### src/rtl/shift_sub_divider.sv
// Sequential restoring divider: DW-bit dividend / SW-bit divisor, one quotient bit per clock.
// Optional macro DIV_ROUND_EN: round quotient half up on completion (saturating).
`timescale 1ns/1ps

module shift_sub_divider #(
  parameter int unsigned DW = 14,
  parameter int unsigned QW = 11,
  parameter int unsigned SW = 3
) (
  input  logic          clk,
  input  logic          rst,
  input  logic          start,
  input  logic [DW-1:0] dividend,
  input  logic [SW-1:0] divisor,
  output logic          busy,
  output logic          done,
  output logic [QW-1:0] quotient,
  output logic [SW-1:0] remainder,
  output logic          div_by_zero,
  output logic          overflow
);

  localparam int unsigned CW = $clog2(DW);
  localparam int unsigned PW = SW + 1;
  localparam logic [QW-1:0] QMAX = '1;
  localparam logic [DW:0]   QLIM = (DW+1)'((1 << QW) - 1);

  typedef enum logic [1:0] {
    IDLE = 2'd0,
    CALC = 2'd1,
    DONE = 2'd2
  } state_t;

  state_t state, state_next;

  logic [DW-1:0] dvd_sr;
  logic [DW-1:0] quo_sr;
  // Stored remainder is always below the divisor, so SW bits suffice between steps.
  logic [SW-1:0] prem;
  logic [SW-1:0] dsr;
  logic [CW-1:0] cnt;
  logic          zero_pend;

  logic          accept;
  logic [PW-1:0] trial;
  logic          fits;
  logic [SW-1:0] prem_step;
  logic [DW-1:0] quo_step;
  logic          round_inc;
  logic [DW:0]   q_sum;
  logic          sat;
  logic [QW-1:0] res_q;

  // One restoring iteration plus final quotient saturation/rounding.
  always_comb begin
    trial     = {prem, dvd_sr[DW-1]};
    fits      = trial >= {1'b0, dsr};
    prem_step = fits ? SW'(trial - {1'b0, dsr}) : SW'(trial);
    quo_step  = {quo_sr[DW-2:0], fits};
    round_inc = 1'b0;
`ifdef DIV_ROUND_EN
    round_inc = {prem_step, 1'b0} >= {1'b0, dsr};
`endif
    q_sum = {1'b0, quo_step} + (DW+1)'(round_inc);
    sat   = q_sum > QLIM;
    res_q = sat ? QMAX : QW'(q_sum);
  end

  // State register.
  always_ff @(posedge clk) begin
    if (rst) state <= IDLE;
    else     state <= state_next;
  end

  // Next state; a zero divisor spends one CALC cycle so done lands one edge after start.
  always_comb begin
    state_next = state;
    accept     = 1'b0;
    case (state)
      IDLE: begin
        if (start) begin
          accept     = 1'b1;
          state_next = CALC;
        end
      end
      CALC: begin
        if (zero_pend || (cnt == CW'(DW - 1))) state_next = DONE;
      end
      DONE:    state_next = IDLE;
      default: state_next = IDLE;
    endcase
  end

  // Datapath and registered outputs.
  always_ff @(posedge clk) begin
    if (rst) begin
      busy        <= 1'b0;
      done        <= 1'b0;
      quotient    <= '0;
      remainder   <= '0;
      div_by_zero <= 1'b0;
      overflow    <= 1'b0;
      dvd_sr      <= '0;
      quo_sr      <= '0;
      prem        <= '0;
      dsr         <= '0;
      cnt         <= '0;
      zero_pend   <= 1'b0;
    end else begin
      busy <= (state_next != IDLE);
      done <= (state_next == DONE);
      case (state)
        IDLE: begin
          if (accept) begin
            dvd_sr      <= dividend;
            dsr         <= divisor;
            quo_sr      <= '0;
            prem        <= '0;
            cnt         <= '0;
            zero_pend   <= (divisor == '0);
            quotient    <= '0;
            remainder   <= '0;
            div_by_zero <= 1'b0;
            overflow    <= 1'b0;
          end
        end
        CALC: begin
          if (zero_pend) begin
            quotient    <= QMAX;
            remainder   <= '0;
            div_by_zero <= 1'b1;
            overflow    <= 1'b0;
          end else begin
            dvd_sr <= {dvd_sr[DW-2:0], 1'b0};
            quo_sr <= quo_step;
            prem   <= prem_step;
            cnt    <= cnt + CW'(1);
            if (state_next == DONE) begin
              quotient  <= res_q;
              remainder <= prem_step;
              overflow  <= sat;
            end
          end
        end
        default: begin
        end
      endcase
    end
  end

endmodule

### config.mk
export PLATFORM = sky130hd
export DESIGN_NAME = shift_sub_divider
export DESIGN_NICKNAME = d
export VERILOG_FILES = /design/src/rtl/shift_sub_divider.sv
export SDC_FILE = /design/constraint.sdc
export NUM_CORES = 1
export LEC_CHECK = 0
export BUFFER_PORTS_ARGS = -buffer_cell sky130_fd_sc_hd__buf_2
export CORE_UTILIZATION = 60
export CTS_CLUSTER_SIZE = 12
export DETAILED_ROUTE_END_ITERATION = 8
export GPL_ROUTABILITY_DRIVEN = 0
export PLACE_DENSITY_LB_ADDON = 0.05
export SETUP_SLACK_MARGIN = 0.1
export SLEW_MARGIN = 5
export SYNTH_ARGS = -nofsm -noshare
export SYNTH_HDL_FRONTEND = slang
export SYNTH_SLANG_ARGS = --single-unit
### constraint.sdc
create_clock -name clk -period 5.3 [get_ports clk]
set_clock_uncertainty 0.1 [all_clocks]
set_input_delay 0.265 -clock clk [delete_from_list [all_inputs] [get_ports clk]]
set_output_delay 0.265 -clock clk [all_outputs]
set_load 0.005 [all_outputs]
==> metrics.txt, run 1 <==
most common cell after layout, fill and taps aside=dfxtp_1; Fill cells=289; FMAX=0.417 GHz; CTS Sinks=58; GRT Total Usage=about 25%; Top FF cell, synth=dfxtp_1; Worst EP required=5460 ps; Clock Latency Late Sink=330 ps; synthesized cell area=~2500 sq um; CP endpoint kind=flop; Synth cell types=37; via/cell ratio=5.57; max incr delay on CP=790 ps; worst path cell trace=nand2b_1 -> inv_1 -> a211oi_2 -> o2bb2ai_1; Tmin final=2400 ps; Final setup viols=0; DRC errors left=0; Hold Vio Cnt, Final=0; global route total overflow=0; pre-CTS setup slack=2890 ps; largest net degree at the start of global routing=48; footprint of the multi-input gates=1150 sq um; CTS H-tree depth=3; # IOs=38; total power=1.03 mW; pwr dens=366 nW/um^2; layout cells sized above 1=24.4%; Hold Path Class=in -> reg; I/O Buffers=37; Post-synth EDFFs=0; final setup margin=slightly below 3000 ps; #FFs+latches synth=58; CORE AREA=3800 sq um; CP max stage cell=nand2b_1; Slew @ Worst Pin=1250 ps; Sequential Area=around 1200 sq um; Final period util=45.2%; Slew headroom=between 10% and 20%; Std-Cell Rows=22; Seq/Total Area, Yosys=between 40% and 50%; warnings from Yosys=0; Layout area overhead=14.6%; Synth Area per Inst=approximately 10 sq um; die area=4360 sq um; fin nets=308; Worst-path clk slew=60 ps; dpl hpwl=2860 um; starting density of the core=64.8%; global-route wire length before repair=8250 um; Die W=66.1 um; CTS buffer count=9; RSZ-0062 raised after global routing=false; Data arrival, critical path=2560 ps; peak supply drop=0.272 mV; most frequent cells in the layout=dfxtp_1, nor2_1, buf_2; critical path class=reg -> reg; Critical Path Start Type=flop; Slew Limit Fails=0; Leakage=around 1.2 nW; 1st-iter DRT viols=153; setup bufs post-CTS=0; Worst Reg-to-Reg Cells=4; WL per Instance=14.1 um; MaxCap Viol Count=0; # hold bufs at CTS=0; n_diodes=0; antenna violations before repair=0; post-CTS sizing=0; final setup TNS=0 ps; number of global-route vias before repair=1827; die span in y=between 60 and 70 um; Hold Path Cell Cnt=3; Synth async-reset ratio=0%; post-synthesis net count=277; CTS max path bufs=2; vias=1865; post-route ant nets=0; status=completed; clk root buf=clkbuf_8; Syn Inst Count=around 250; Post-Route WL=4730 um; drt pass-1 iters=5; CTS tree=yes; worst-path fanout max=16; final core area utilization=about 74%
## worst paths after layout
check / end / start / slack [ps]
min reg2reg: quotient[6]$_SDFFE_PP0P_ / quotient[6]$_SDFFE_PP0P_ / 360
min: dsr[1]$_SDFFE_PP0P_ / divisor[1] / 80
max: quotient[5]$_SDFFE_PP0P_ / state[1]$_SDFF_PP0_ / 2900
max reg2reg: quotient[5]$_SDFFE_PP0P_ / state[1]$_SDFF_PP0_ / 2900
## stage by stage
stage               instances  instance area [sq um]  hold slack (ps)
floorplan                 251                   2460              301
global placement          319                   2600              340
detailed placement        319                   2600              341
CTS                       335                   2820             63.4
global route              335                   2820             88.7
finish                    335                   2820             77.3
## synthesized netlist by cell type (2+ instances only)
master / instances / area (sq um)
a211oi_1: 5 / 37.5
a211oi_2: 9 / 113
a21oi_1: 8 / 40.0
a22oi_1: 16 / 120
a31oi_1: 2 / 12.5
buf_2: 3 / 15.0
buf_4: 3 / 22.5
buf_6: 4 / 45.0
clkbuf_1: 7 / 26.3
dfxtp_1: 58 / 1160
ha_1: 5 / 62.6
inv_1: 10 / 37.5
mux2i_1: 15 / 150
nand2_1: 13 / 48.8
nand2b_1: 5 / 31.3
nand3_1: 3 / 15.0
nand4_1: 3 / 18.8
nor2_1: 47 / 176
nor3_1: 3 / 15.0
nor3b_2: 2 / 25.0
o2bb2ai_1: 11 / 96.3
o32ai_1: 2 / 17.5
or3b_1: 2 / 17.5
xor2_1: 2 / 17.5
## cells by family (layout without fill, tap and decap cells)
family          Yosys count  after routing  share of synthesized area [%]
compound gates           60             60                           20.4
mux                      15             15                           6.10
buf+inv                  28             64                           6.10
xor+xnor                  2              2                          0.712
fa+ha+maj                 6              6                           3.35
simple gates             82             82                           16.2
flops                    58             58                           47.2
## sequential cells by signal, indices dropped and copies added, names as in the netlist
register     cells
dvd_sr          14
quo_sr          13
quotient        11
cnt              4
dsr              3
prem             3
remainder        3
state            2
busy             1
div_by_zero      1
done             1
overflow         1
zero_pend        1
## worst max-delay path, delay by kind of cell (launching register included)
kind | cells | cell delay [ps]
DFF | 1 | 400
and+or+nand+nor | 1 | 790
AOI/OAI and AO/OA | 2 | 850
buffers and inverters | 1 | 170
## metal layers
metal / share of wire (%) / global-route usage (%) / vias to the layer above
met5: 0 / 0 / -
met4: 1.5 / 14.4 / 0
met2: 47 / 39.8 / 37
li1: - / - / 951
met3: 3.7 / 4.66 / 7
met1: 48 / 32.6 / 870
## where the power goes
part	internal, mW	switching, mW
Clock	0.276	0.171
Sequential	0.455	0.0119
Combinational	0.0447	0.0736
## cell type report
| class | instances | share of cell area, % |
|---|---|---|
| Clock inverter | 5 | 2.75 |
| Clock buffer | 11 | 5.01 |
| Multi-Input combinational cell | 165 | 40.8 |
| Inverter | 10 | 1.33 |
| Tap cell | 48 | 2.13 |
| Timing Repair Buffer | 38 | 6.83 |
| Sequential cell | 58 | 41.2 |
(Power assumes the default switching activity.)
==> run 2: changes to the inputs <==
Settings changed: CORE_UTILIZATION 60 to 50.
Clock period 5.3 ns to 2.05 ns, I/O delays scaled along.
==> metrics.txt, run 2 (same netlist as run 1, synthesis figures left out) <==
drt pass-1 iters=4 (was 5); DR top layer=met4 (unchanged); Final period util=96.7% (was 45.2%); n_diodes=0 (unchanged); CTS Sinks=58 (unchanged); Critical Path Start Type=flop (unchanged); Hold Vio Cnt, Final=0 (unchanged); hold_ws=19.7 ps (was 77.3 ps); die span in y=72.2 um (was 66.1 um); vias=1926 (was 1865); critical path's top delay family=adder cells (was compound AO/OA/AOI/OAI gates); WL per Instance=13.8 um (was 14.1 um); dpl hpwl=3170 um (was 2860 um); Clock Latency Late Sink=330 ps (about the same); CORE AREA=4720 sq um (was 3800 sq um); R2R Setup Slk=70 ps (was 2900 ps); CTS H-tree depth=3 (unchanged); Worst EP required=2210 ps (was 5460 ps); Cells after DPL=346 (was 319); clk root buf=clkbuf_8 (unchanged); total stage count of the critical path=10 (was 4); Largest register FFs=14 (unchanged); die area=5210 sq um (was 4360 sq um); most frequent cells in the layout=dfxtp_1, nor2_1, buf_2 (unchanged); worst path cell trace=inv_2 -> ha_4 -> inv_2 -> fa_2 -> a211oi_2 -> buf_4 -> buf_4 -> buf_4 -> nand4_1 -> a31oi_1 (was nand2b_1 -> inv_1 -> a211oi_2 -> o2bb2ai_1); largest net degree at the start of global routing=33 (was 48); Post-Route WL=5090 um (was 4730 um); DR WL met2=2340 um (was 2210 um); Slew @ Worst Pin=604 ps (was 1250 ps); DRC errors left=0 (unchanged); CTS max path bufs=2 (unchanged); Std-Cell Rows=25 (was 22); number of global-route vias before repair=1883 (was 1827); Worst Reg-to-Reg Cells=10 (was 4); Die W=72.2 um (was 66.1 um); met1 WL=2500 um (was 2270 um); Slew headroom=59.7% (was 16.6%); Worst Setup EP=prem[1]$_SDFFE_PP0P_ (was quotient[5]$_SDFFE_PP0P_); 1st-iter DRT viols=116 (was 153); Post-Layout Cell Count=369 (was 335); Leakage=1.27 nW (was 1.21 nW); Slew Limit Fails=0 (unchanged); Reg with most FFs=dvd_sr (unchanged); biggest regs=dvd_sr (14), quo_sr (13), quotient (11) (unchanged); layout cells sized above 1=30.5% (was 24.4%); crit path from=dvd_sr[13]$_SDFFE_PP0P_ (was state[1]$_SDFF_PP0_); CP dominant cell by count=buf_4; worst r2r src=dvd_sr[13]$_SDFFE_PP0P_ (was state[1]$_SDFF_PP0_); I/O Buffers=37 (unchanged); status=completed (unchanged); pwr dens=838 nW/um^2 (was 366 nW/um^2); GRT Total Usage=21.4% (was 25.4%); RR Endpoint=prem[1]$_SDFFE_PP0P_ (was quotient[5]$_SDFFE_PP0P_); post-route ant nets=0 (unchanged); RSZ-0062 raised after global routing=true (was false); Layout area overhead=21.3% (was 14.6%); worst-path fanout max=3 (was 16); Worst-path clk slew=60 ps (about the same); most common cell after layout, fill and taps aside=dfxtp_1 (unchanged); CTS buffer count=9 (unchanged); global route total overflow=0 (unchanged); via/cell ratio=5.22 (was 5.57); Buf/Inv on CP=5 (was 1); CTS tree=yes (unchanged); CP max stage cell=fa_2 (was nand2b_1); starting density of the core=52.1% (was 64.8%); antenna violations before repair=0 (unchanged); MaxCap Viol Count=0 (unchanged); total power=2.50 mW (was 1.03 mW); critical path class=reg -> reg (unchanged); global-route wire length before repair=8520 um (was 8250 um); Tmin final=1980 ps (was 2400 ps); Data arrival, critical path=2140 ps (was 2560 ps); # IOs=38 (unchanged); FMAX=0.505 GHz (was 0.417 GHz); Final setup viols=0 (unchanged); CP endpoint kind=flop (unchanged); met3 WL post-DR=170 um (was 177 um); final setup TNS=0 ps (unchanged); final core area utilization=63.2% (was 74.3%); Hold Path Class=in -> reg (unchanged); max incr delay on CP=380 ps (was 790 ps); peak supply drop=0.494 mV (was 0.272 mV); fin nets=324 (was 308)
-- run 2: changes by cell type in the layout (fill, tap and decap cells not counted), sizes merged --
cell	previous run	this run
bufinv	2	0
buf	38	49
clkinvlp	1	0
clkinv	2	3
clkbuf	11	12
dlygate4sd3	0	5
-- run 2: per-stage QoR --
stage | area [sq um] | worst slack, ps
after floorplan | 2470 | 133
after global placement | 2710 | 112
after detailed placement | 2710 | 29.0
after CTS | 2940 | 144
after global routing | 2990 | -6.14
final | 2990 | 67.9
-- run 2: routing by layer --
layer,vias up,GRT usage (%)
li1,982,-
met1,900,28.0
met2,36,33.1
met3,8,4.58
met4,0,11.8
met5,-,0
-- run 2: repair_timing --
item	in CTS	in global routing
hold buffers	5	0
gates resized for setup	2	9
endpoints found under the setup margin	6	6
pin swaps	2	7
setup buffers	1	2
endpoints found under the hold margin	5	0
-- run 2: layout make-up --
| class | instances | area [sq um] |
|---|---|---|
| timing repair buffer | 54 | 338 |
| fill | 437 | 1740 |
| tap | 67 | 83.8 |
| sequential | 58 | 1160 |
| clock buffer | 12 | 155 |
| clock inverter | 3 | 15.0 |
| inverter | 10 | 37.5 |
| multi-input combinational | 165 | 1190 |
-- run 2: worst min-delay path by stage --
stage	from	end	slack (ps)	cells past startpoint
2_1_floorplan	divisor[1]	dsr[1]$_SDFFE_PP0P_	140	2
3_3_place_gp	divisor[2]	dsr[2]$_SDFFE_PP0P_	260	3
3_5_place_dp	dividend[0]	dvd_sr[0]$_SDFFE_PP0P_	270	3
4_1_cts	dividend[3]	dvd_sr[3]$_SDFFE_PP0P_	6	3
5_1_grt	dividend[3]	dvd_sr[3]$_SDFFE_PP0P_	40	3
6_report	dividend[2]	dvd_sr[2]$_SDFFE_PP0P_	20	3
-- run 2: tightest hold or removal path: stages --
cell,delay [ps]
buf_2,90
mux2i_1,120
a211oi_1,80
-- run 2: report_power, final --
| group | total (mW) | internal, mW | switching [mW] |
|---|---|---|---|
| clock network | 0.915 | 0.491 | 0.424 |
| registers | 1.21 | 1.18 | 0.0306 |
| logic | 0.381 | 0.167 | 0.213 |
| total | 2.50 | 1.84 | 0.668 |
==> run 3: changes to the inputs <==
Settings changed: REMOVE_ABC_BUFFERS set to 1.
==> metrics.txt, run 3 (same netlist as run 1, synthesis figures left out) <==
Clock Latency Late Sink=320 ps (was 330 ps); Largest register FFs=14 (unchanged); 1st-iter DRT viols=120 (was 116); GRT Total Usage=20.7% (was 21.4%); Slew Limit Fails=0 (unchanged); most frequent cells in the layout=dfxtp_1, nor2_1, buf_2 (unchanged); worst hold path startpoint=dividend[4] (was dividend[2]); Layout area overhead=23.9% (was 21.3%); critical path class=reg -> reg (unchanged); antenna violations before repair=0 (unchanged); Post-Route WL=4940 um (was 5090 um); CP endpoint kind=flop (unchanged); Worst EP required=2190 ps (was 2210 ps); post-route ant nets=0 (unchanged); total power=2.82 mW (was 2.50 mW); critical path's top delay family=adder cells (unchanged); most common cell after layout, fill and taps aside=dfxtp_1 (unchanged); Slew @ Worst Pin=602 ps (was 604 ps); DR top layer=met4 (unchanged); CTS H-tree depth=3 (unchanged); layout cells sized above 1=30.6% (was 30.5%); R2R Setup Slk=190 ps (was 70 ps); drt pass-1 iters=4 (unchanged); die span in y=72.2 um (unchanged); # IOs=38 (unchanged); worst path cell trace=inv_2 -> ha_4 -> inv_2 -> fa_2 -> a211oi_4 -> nand2_2 -> mux2i_1 -> o32ai_1 (was inv_2 -> ha_4 -> inv_2 -> fa_2 -> a211oi_2 -> buf_4 -> buf_4 -> buf_4 -> nand4_1 -> a31oi_1); total stage count of the critical path=8 (was 10); global route total overflow=0 (unchanged); FMAX=0.538 GHz (was 0.505 GHz); fin nets=325 (was 324); CP max stage cell=fa_2 (unchanged); n_diodes=0 (unchanged); MaxCap Viol Count=0 (unchanged); met1 WL=2450 um (was 2500 um); Data arrival, critical path=2000 ps (was 2140 ps); Tmin final=1860 ps (was 1980 ps); CORE AREA=4720 sq um (unchanged); final core area utilization=64.6% (was 63.2%); DRC errors left=0 (unchanged); vias=1914 (was 1926); Hold Path Class=in -> reg (unchanged); Leakage=1.31 nW (was 1.27 nW); Worst-path clk slew=60 ps (about the same); Final period util=90.6% (was 96.7%); Reg with most FFs=dvd_sr (unchanged); peak supply drop=0.459 mV (was 0.494 mV); pwr dens=925 nW/um^2 (was 838 nW/um^2); global-route wire length before repair=8160 um (was 8520 um); CTS max path bufs=2 (unchanged); CP dominant cell by count=inv_2 (was buf_4); Die W=72.2 um (unchanged); I/O Buffers=37 (unchanged); die area=5210 sq um (unchanged); CTS tree=yes (unchanged); number of global-route vias before repair=1731 (was 1883); via/cell ratio=5.16 (was 5.22); worst r2r src=dvd_sr[13]$_SDFFE_PP0P_ (unchanged); largest net degree at the start of global routing=29 (was 33); final setup margin=192 ps (was 67.9 ps); RSZ-0062 raised after global routing=true (unchanged); Hold Path Cell Cnt=3 (unchanged); dpl hpwl=3230 um (was 3170 um); met3 WL post-DR=153 um (was 170 um); Final setup viols=0 (unchanged); status=completed (unchanged); crit path from=dvd_sr[13]$_SDFFE_PP0P_ (unchanged); biggest regs=dvd_sr (14), quo_sr (13), quotient (11) (unchanged); pre-CTS setup slack=36.3 ps (was 29.0 ps); Std-Cell Rows=25 (unchanged); Hold Vio Cnt, Final=0 (unchanged); Worst Reg-to-Reg Cells=8 (was 10); max incr delay on CP=380 ps (about the same); Slew headroom=59.9% (was 59.7%); worst-path fanout max=5 (was 3); Buf/Inv on CP=2 (was 5); Critical Path Start Type=flop (unchanged); CTS buffer count=9 (unchanged); CTS Sinks=58 (unchanged); clk root buf=clkbuf_8 (unchanged); WL per Instance=13.3 um (was 13.8 um); starting density of the core=52.1% (unchanged); DR WL met2=2270 um (was 2340 um)
run 3: changes by cell type in the layout (fill, tap and decap cells not counted):
cell,delta
a211oi_2,-1
a211oi_4,+1
a22oi_1,-1
a22oi_2,+1
buf_12,-1
buf_4,+2
bufinv_16,+3
clkbuf_8,-2
mux2i_1,+1
mux2i_2,-1
nor2_1,+1
nor2_2,-1
run 3: area by class of cell:
type	instances	area [sq um]
fill	399	1670
multi-input combinational	165	1200
sequential	58	1160
timing repair buffer	55	333
clock buffer	10	128
clock inverter	6	105
tap	67	83.8
inverter	10	37.5
run 3: tightest hold or removal path, delay by kind of cell:
| kind | cells | cell delay [ps] |
|---|---|---|
| AOI/OAI and AO/OA | 1 | 80 |
| buffers and inverters | 1 | 90 |
| muxes | 1 | 120 |
run 3: per-layer routing:
layer | GRT usage [%] | vias up
met4 | 11.8 | 0
met1 | 27.8 | 880
met2 | 31.0 | 37
li1 | - | 989
met5 | 0 | -
met3 | 4.17 | 8
run 3: worst paths after layout:
check                               to
max reg2reg  remainder[1]$_SDFFE_PP0P_
min reg2reg        dsr[2]$_SDFFE_PP0P_
max          remainder[1]$_SDFFE_PP0P_
min             dvd_sr[4]$_SDFFE_PP0P_
run 3: power by group:
group	switching (mW)	total [mW]	internal (mW)
registers	0.0313	1.21	1.18
clock network	0.443	1.24	0.801
logic	0.208	0.370	0.162
run 3: what timing repair did:
item	in CTS	in global routing
hold buffers	5	0
resized for setup	3	10
setup endpoints to repair	7	8
endpoints found under the hold margin	6	0
setup buffers	1	0
pin swaps	1	6
gates cloned	0	0
run 3: through the flow:
step | TNS (ps) | hold slack [ps] | std cells | instance area (sq um)
CTS | 0 | 14.3 | 371 | 3010
global placement | 0 | 260 | 349 | 2710
finish | 0 | 26.8 | 371 | 3050
global route | 0 | 23.4 | 371 | 3050
detailed placement | 0 | 262 | 349 | 2710
floorplan | -15.6 | 67.1 | 233 | 2350
